==> src/rtl/rr_stream_mux.sv <==
// Registered N-to-1 stream multiplexer with round-robin or fixed-priority arbitration.
// One output register stage; streams one word per cycle when the consumer keeps up.
module rr_stream_mux #(
    parameter int WIDTH  = 16,
    parameter int NUM_IN = 4
) (
    input  logic                        clk,
    input  logic                        rst_n,
    input  logic                        arb_mode,
    input  logic [NUM_IN-1:0]           in_valid,
    input  logic [NUM_IN*WIDTH-1:0]     in_data,
    output logic [NUM_IN-1:0]           in_ready,
    output logic                        out_valid,
    output logic [WIDTH-1:0]            out_data,
    output logic [$clog2(NUM_IN)-1:0]   out_sel,
    input  logic                        out_ready
);

    localparam int SEL_W = $clog2(NUM_IN);
    localparam logic [SEL_W-1:0] LAST_IDX = SEL_W'(NUM_IN - 1);

    // Handshake: a word moves on any channel only in a cycle where its valid and
    // ready are both high at the rising clk edge; producers hold valid/data until
    // then, and ready never depends on data.

    logic [SEL_W-1:0]  rr_ptr;
    logic [NUM_IN-1:0] grant;
    logic [SEL_W-1:0]  grant_idx;
    logic              grant_any;
    logic              can_load;
    logic              load;

    assign can_load = !out_valid || out_ready;

    // Round-robin searches upward from rr_ptr with wrap; fixed priority from index 0.
    always_comb begin
        grant     = '0;
        grant_idx = '0;
        grant_any = 1'b0;
        for (int off = 0; off < NUM_IN; off++) begin
            int idx;
            idx = arb_mode ? off : ((int'(rr_ptr) + off) % NUM_IN);
            if (!grant_any && in_valid[idx]) begin
                grant_any  = 1'b1;
                grant_idx  = SEL_W'(idx);
                grant[idx] = 1'b1;
            end
        end
    end

    // rst_n gates ready so nothing appears accepted while the block is held in reset.
    assign in_ready = (can_load && rst_n) ? grant : '0;
    assign load     = grant_any && can_load;

    always_ff @(posedge clk or negedge rst_n) begin
        if (!rst_n) begin
            out_valid <= 1'b0;
            out_data  <= '0;
            out_sel   <= '0;
            rr_ptr    <= '0;
        end else begin
            if (load) begin
                out_valid <= 1'b1;
                out_data  <= in_data[grant_idx*WIDTH +: WIDTH];
                out_sel   <= grant_idx;
                if (!arb_mode) begin
                    rr_ptr <= (grant_idx == LAST_IDX) ? '0 : grant_idx + 1'b1;
                end
            end else if (out_valid && out_ready) begin
                out_valid <= 1'b0;
            end
        end
    end

endmodule

==> config.mk <==
export PLATFORM = sky130hd
export DESIGN_NAME = rr_stream_mux
export DESIGN_NICKNAME = d
export VERILOG_FILES = /design/src/rtl/rr_stream_mux.sv
export SDC_FILE = /design/constraint.sdc
export NUM_CORES = 1
export LEC_CHECK = 0
export CAP_MARGIN = 25
export CORE_MARGIN = 4
export CORE_UTILIZATION = 40
export CTS_CLUSTER_DIAMETER = 100
export CTS_CLUSTER_SIZE = 28
export DETAILED_ROUTE_END_ITERATION = 6
export PLACE_DENSITY = 0.74
export SETUP_SLACK_MARGIN = 0.3
export SLEW_MARGIN = 15
export SYNTH_ARGS = -nofsm -noshare
export SYNTH_HDL_FRONTEND = slang
export SYNTH_SLANG_ARGS = --single-unit
==> constraint.sdc <==
create_clock -name clk -period 5.7 [get_ports clk]
set_input_delay 0.855 -clock clk [delete_from_list [all_inputs] [get_ports clk]]
set_output_delay 0.855 -clock clk [all_outputs]
set_load 0.05 [all_outputs]
==> results.py, run 1 <==
metrics = {
    "routing": {
        "routedWlPerCell_um": 18.8,
        "drt_iter0_drc": 211,
        "drtPass1Iterations": 4,
        "drc": 0,
        "routed_via_density": 6.38,
        "num_vias": 2914,
        "routed_wirelength_mm": 8.59,
        "antenna_left": 0,
    },
    "timing": {
        "tightest_slew_ns": 0.735,
        "fin_ws_ns": 0.570,
        "holdWs_ns": 0.525,
        "fin_skew_ns": 0.00377,
        "fmax_mhz": 195,
        "finalSetupViolCount": 0,
        "fin_crit_sh_pct": 90.0,
        "drv_slew": 0,
        "hold_viol": 0,
        "layout_min_cycle_time_ns": 5.13,
        "tns_ns": 0,
        "slew_headroom_pct": 51.0,
        "rsz0062_at_grt": "false",
    },
    "setup_path": {
        "r2r_slack_ns": 2.46,
        "startpoint": "arb_mode",
        "r2r_cells": 6,
        "r2r-end": "out_data[6]",
        "crit-reg2reg-launch": "rr_ptr[0]",
        "endpoint_kind": "output pin",
        "endpoint": "in_ready[3]",
        "crit_required_ns": 4.85,
        "cp_max_fo": 15,
        "setup.worst_path.class": "in2out",
        "worstPathArrival_ns": 4.27,
        "start_kind": "input port",
    },
    "outcome": {
        "status": "complete, no violations",
    },
    "power_and_ir_drop": {
        "p_leak_nw": 1.18,
        "vdd_drop_max_v": 0.000283,
        "power_density_mw_per_mm2": 514,
    },
    "synth": {
        "synth_xor_area_share_pct": 0,
        "synthArstFlopShare_pct": 100,
        "synth_nets": 382,
        "synthFlopType": "dfrtp_1",
        "synth-edff-count": 0,
        "synthMuxAreaShare_pct": 2.05,
        "synth-compound-area-share_pct": 48.0,
        "synth_common_cells": "nor2_1 (59), o221ai_1 (27), nand2_1 (23)",
        "ys_types": 52,
        "synth.ff_latch_count": 21,
        "netlist_instances": 310,
        "yosysWarnings": 0,
        "seq_area_frac_synth_pct": 21.5,
        "netlist_area_mm2": 0.00244,
        "yosysTopAreaCellShare_pct": 21.5,
        "avgSynthCellArea_um2": 7.88,
        "synthTopCellsByArea": "dfrtp_1 (22%), o221ai_1 (9.7%), nor2_1 (9.1%)",
        "synth_simple_gate_area_share_pct": 19.4,
        "synth_top_family_by_area": "compound AO/OA/AOI/OAI gates",
        "synth.most_common_cell": "nor2_1",
        "synth_top_area_cell": "dfrtp_1",
        "synthAdderAreaFrac_pct": 0,
    },
    "finish": {
        "final_core_util_pct": 58.1,
        "syn_to_final_growth_pct": 40.7,
        "antenna_cells": 0,
        "final_area_mm2": 0.00344,
        "fin_nets": 455,
        "drive_gt1_share_pct": 13.6,
    },
    "clocking": {
        "cts.sinks": 21,
        "ctsHoldBuffers": 0,
        "cts.clk_slew.worst_paths_ns": 0.10,
        "cts-root-buf": "clkbuf_8",
        "clock_latency_ns": 0.27,
        "cts_resized": 0,
        "cts_tree": "done",
        "cts_max_level": 1,
        "post_cts_buffers": 0,
        "cts_buffers": 3,
        "clock_path_buffers": 2,
    },
    "floorplan": {
        "fp-row-count": 28,
        "die_w_um": 86.1,
        "start_util_pct": 41.3,
        "die_h_um": 86.1,
        "die_area_mm2": 0.00742,
        "coreArea_mm2": 0.00592,
        "ios": 95,
    },
    "placement": {
        "portBuffers": 94,
        "detailedPlace.worstSlack_ns": 0.607,
        "dp_hpwl_mm": 6.06,
        "place_area_mm2": 0.00339,
        "gp_routability_congestion": 0.907,
    },
    "global_route": {
        "grt_pass1_vias": 2847,
        "grt_max_degree": 39,
        "grt_overflow": 0,
        "grt_pass1_wl_mm": 14.0,
        "antenna_found_initial": 0,
        "grt.total_usage_pct": 23.0,
    },
    "hold_path": {
        "min_path_type": "reg2reg",
    },
    "job": {
        "drv_cap": 0,
    },
}
[metal layers]
layer / part of all wire, % / track usage [%] / routed length (um) / vias to the layer above
li1: - / - / - / 1369
met1: 44 / 31.4 / 3820 / 1415
met2: 47 / 37.4 / 4030 / 120
met3: 7.2 / 4.13 / 618 / 10
met4: 1.4 / 5.76 / 123 / 0
met5: 0 / 0 / 0 / -
[where the power goes]
| part | switching, mW | internal [mW] |
|---|---|---|
| registers | 0.0810 | 0.223 |
| logic | 0.844 | 0.507 |
| clock network | 0.0619 | 0.0496 |
| total | 0.987 | 0.780 |
[kinds of logic (layout without fill, tap and decap cells)]
family | count (synthesis) | in the layout
AOI/OAI and AO/OA | 137 | 137
and+or+nand+nor | 106 | 106
muxes | 5 | 5
buffers and inverters | 41 | 113
DFF | 21 | 21
[worst min-delay path by stage]
| stage | startpoint | to | slack (ns) | cells after the start |
|---|---|---|---|---|
| floorplan | rst_n | out_data[0] | 0.56 | 0 |
| global placement | out_sel[1] | out_sel[1] | 0.49 | 2 |
| detailed placement | out_sel[1] | out_sel[1] | 0.50 | 2 |
| CTS | out_sel[1] | out_sel[1] | 0.52 | 2 |
| global route | out_sel[1] | out_sel[1] | 0.56 | 2 |
| finish | out_sel[1] | out_sel[1] | 0.52 | 2 |
[cell type report]
class	count	area [um2]
Sequential cell	21	526
Multi-Input combinational cell	248	1730
Inverter	5	18.8
Clock inverter	1	7.51
Clock buffer	3	41.3
Tap cell	75	93.8
Timing Repair Buffer	104	1020
Fill cell	555	2480
[per-stage QoR]
step / power (mW) / cells
2_1_floorplan: 1.29 / 310
3_3_place_gp: 1.63 / 452
5_1_grt: 1.89 / 457
3_5_place_dp: 1.65 / 453
4_1_cts: 1.76 / 457
6_report: 1.77 / 457
[worst max-delay path: stages]
cell,delay (ns)
clkdlybuf4s50_1,0.68
o21bai_1,0.34
a221oi_2,0.54
nand2_1,0.14
nor3_1,0.41
a32oi_1,0.14
o21ai_0,0.20
nor2b_1,0.16
clkdlybuf4s50_1,0.81
[registers in the layout, summed over array words and instances (netlist names)]
signal     cells
rr_ptr         2
out_valid      1
out_data      16
out_sel        2
[placed cells by master, fill, tap and decap left out, types with 3 or more instances in the layout]
cell,netlist,routed
a211oi_2,10,10
a21boi_0,3,3
a21oi_1,15,15
a21oi_2,6,6
a22oi_1,3,3
a311oi_1,6,6
buf_4,1,9
clkbuf_8,0,3
clkdlybuf4s50_1,0,94
dfrtp_1,21,21
inv_1,5,5
mux2i_1,5,5
nand2_1,23,23
nand2b_1,4,4
nor2_1,59,58
nor2b_1,5,5
nor3_1,3,3
o21ai_0,6,5
o221a_2,4,4
o221ai_1,27,26
o221ai_2,6,7
o22ai_1,15,15
o32ai_1,15,15
No activity file was read; power rests on OpenSTA's default activity.
==> run 2, diff against run 1 <==
--- a/config.mk
+++ b/config.mk
@@ -6,7 +6,6 @@
 export NUM_CORES = 1
 export LEC_CHECK = 0
 export CAP_MARGIN = 25
-export CORE_MARGIN = 4
 export CORE_UTILIZATION = 40
 export CTS_CLUSTER_DIAMETER = 100
 export CTS_CLUSTER_SIZE = 28
==> run 2 against run 1 <==
Net effect:
- routed wire length is 5.4% lower
- first-iteration DRC count increased by 2.4%
- worst hold slack improved by 0.022 ns
- combinational power about the same
- core utilization fell by 0.19 points
- critical path depth is the same
- critical endpoint is now in_ready[0]
- largest cell class unchanged
==> results.py, run 2 (synthesized netlist as in run 1, its figures left out) <==
metrics = {
    "setup_path": {
        "max_stage_delay_ns": 0.81,
        "start_kind": "input port",
        "cp_max_fo": 15,
        "crit_required_ns": 4.85,
        "cp.buffers_inverters": 2,
        "cp_slowest_cell": "clkdlybuf4s50_1",
        "crit_top_cell": "clkdlybuf4s50_1",
        "setup.worst_path.class": "in2out",
        "endpoint_kind": "output pin",
        "worstPathArrival_ns": 4.27,
        "cp_top_family": "buffers and inverters",
        "crit_chain": "clkdlybuf4s50_1 -> o21bai_1 -> a221oi_2 -> nand2_1 -> nor3_1 -> a22oi_1 -> o221a_2 -> nor2_1 -> clkdlybuf4s50_1",
    },
    "floorplan": {
        "coreArea_mm2": 0.00592,
        "die_h_um": 80.1,
        "ios": 95,
        "fp-row-count": 28,
        "die_area_mm2": 0.00642,
        "start_util_pct": 41.3,
        "die_w_um": 80.1,
    },
    "timing": {
        "fin_ws_ns": 0.571,
        "fin_skew_ns": 0.00665,
        "tightest_slew_ns": 0.716,
        "drv_slew": 0,
        "slew_headroom_pct": 52.2,
        "layout_min_cycle_time_ns": 5.13,
        "fmax_mhz": 195,
        "tns_ns": 0,
        "rsz0062_at_grt": "false",
        "hold_viol": 0,
        "fin_crit_sh_pct": 90.0,
        "finalSetupViolCount": 0,
    },
    "placement": {
        "detailedPlace.worstSlack_ns": 0.633,
        "portBuffers": 94,
        "dp_hpwl_mm": 5.57,
        "gp_routability_congestion": 0.940,
    },
    "clocking": {
        "cts.sinks": 21,
        "cts-root-buf": "clkbuf_8",
        "cts_resized": 0,
        "cts.clk_slew.worst_paths_ns": 0.10,
        "clock_path_buffers": 2,
        "ctsHoldBuffers": 0,
        "clock_latency_ns": 0.27,
        "cts_buffers": 3,
        "cts_max_level": 1,
        "post_cts_buffers": 0,
        "cts_tree": "done",
    },
    "power_and_ir_drop": {
        "power_density_mw_per_mm2": 514,
        "vdd_drop_max_v": 0.000272,
        "p_leak_nw": 1.18,
    },
    "global_route": {
        "grt_pass1_vias": 2556,
        "grt_pass1_wl_mm": 12.9,
        "antenna_found_initial": 0,
        "grt_max_degree": 43,
        "grt_overflow": 0,
        "grt.total_usage_pct": 25.5,
    },
    "finish": {
        "nFillCells": 546,
        "drive_gt1_share_pct": 13.1,
        "antenna_cells": 0,
        "final_cell_mix": "clkdlybuf4s50_1 (94), nor2_1 (58), o221ai_1 (26)",
        "reg.largest.list": "out_data (16), out_sel (2), rr_ptr (2)",
        "largest_reg_flops": 16,
        "regMostFlops": "out_data",
        "layout.cells.most_common": "clkdlybuf4s50_1",
        "fin_nets": 454,
        "syn_to_final_growth_pct": 40.3,
    },
    "routing": {
        "drtPass1Iterations": 4,
        "routedWlPerCell_um": 17.8,
        "routed_wirelength_mm": 8.12,
        "num_vias": 2887,
        "antenna_left": 0,
        "drc": 0,
        "routed_via_density": 6.33,
        "drt_iter0_drc": 216,
    },
    "outcome": {
        "status": "complete, no violations",
    },
    "hold_path": {
        "min_path_type": "reg2reg",
    },
    "job": {
        "drv_cap": 0,
    },
}
==> run 2: worst paths after layout <==
| check | startpoint | endpoint | slack, ns | depth (start not counted) |
|---|---|---|---|---|
| max | arb_mode | in_ready[0] | 0.57 | 9 |
| min | out_sel[1] | out_sel[1] | 0.55 | 2 |
| max reg2reg | rr_ptr[0] | out_data[6] | 2.63 | 6 |
| min reg2reg | out_sel[1] | out_sel[1] | 0.55 | 2 |
| max in group asynchronous | rst_n | out_data[12] | 4.50 | 2 |
| min in group asynchronous | rst_n | out_sel[1] | 0.94 | 2 |
==> run 2: worst min-delay path: cells and delay by family (launching register included) <==
family	cells	cell delay [ns]
flip-flops	1	0.37
AND/OR/NAND/NOR	2	0.14
==> run 2: metal layers <==
layer / vias up / wire length, um / GRT usage (%)
met3: 6 / 621 / 5.00
met4: 0 / 55 / 4.64
met2: 131 / 3810 / 41.5
li1: 1361 / - / -
met5: - / 0 / 0
met1: 1389 / 3640 / 34.9
==> run 2: through the flow <==
stage	power, mW	std cells	util (%)	hold slack [ns]	area (um2)
floorplan	1.29	310	-	0.559	2440
global placement	1.63	451	56.8	0.495	3370
detailed placement	1.64	452	57.1	0.511	3380
CTS	1.76	456	57.9	0.551	3430
global route	1.88	456	57.9	0.589	3430
finish	1.76	456	57.9	0.547	3430
==> run 2: final cells by class <==
class / count / area (um2) / area share (%)
clock buffer: 4 / 45.0 / 1.31
multi-input combinational: 248 / 1730 / 50.4
inverter: 5 / 18.8 / 0.548
sequential: 21 / 526 / 15.3
timing repair buffer: 103 / 1020 / 29.7
tap: 75 / 93.8 / 2.74
==> run 2: power breakdown <==
group          total [mW]  internal (mW)  switching (mW)
clock               0.109         0.0500          0.0592
combinational        1.35          0.504           0.845
sequential          0.302          0.223          0.0789
==> run 3, diff against run 2 <==
--- a/config.mk
+++ b/config.mk
@@ -7,7 +7,7 @@
 export LEC_CHECK = 0
 export CAP_MARGIN = 25
 export CORE_UTILIZATION = 40
-export CTS_CLUSTER_DIAMETER = 100
+export CTS_CLUSTER_DIAMETER = 80
 export CTS_CLUSTER_SIZE = 28
 export DETAILED_ROUTE_END_ITERATION = 6
 export PLACE_DENSITY = 0.74
==> results of run 3 <==
Final layout, timing and power as in run 2 (identical DEF).
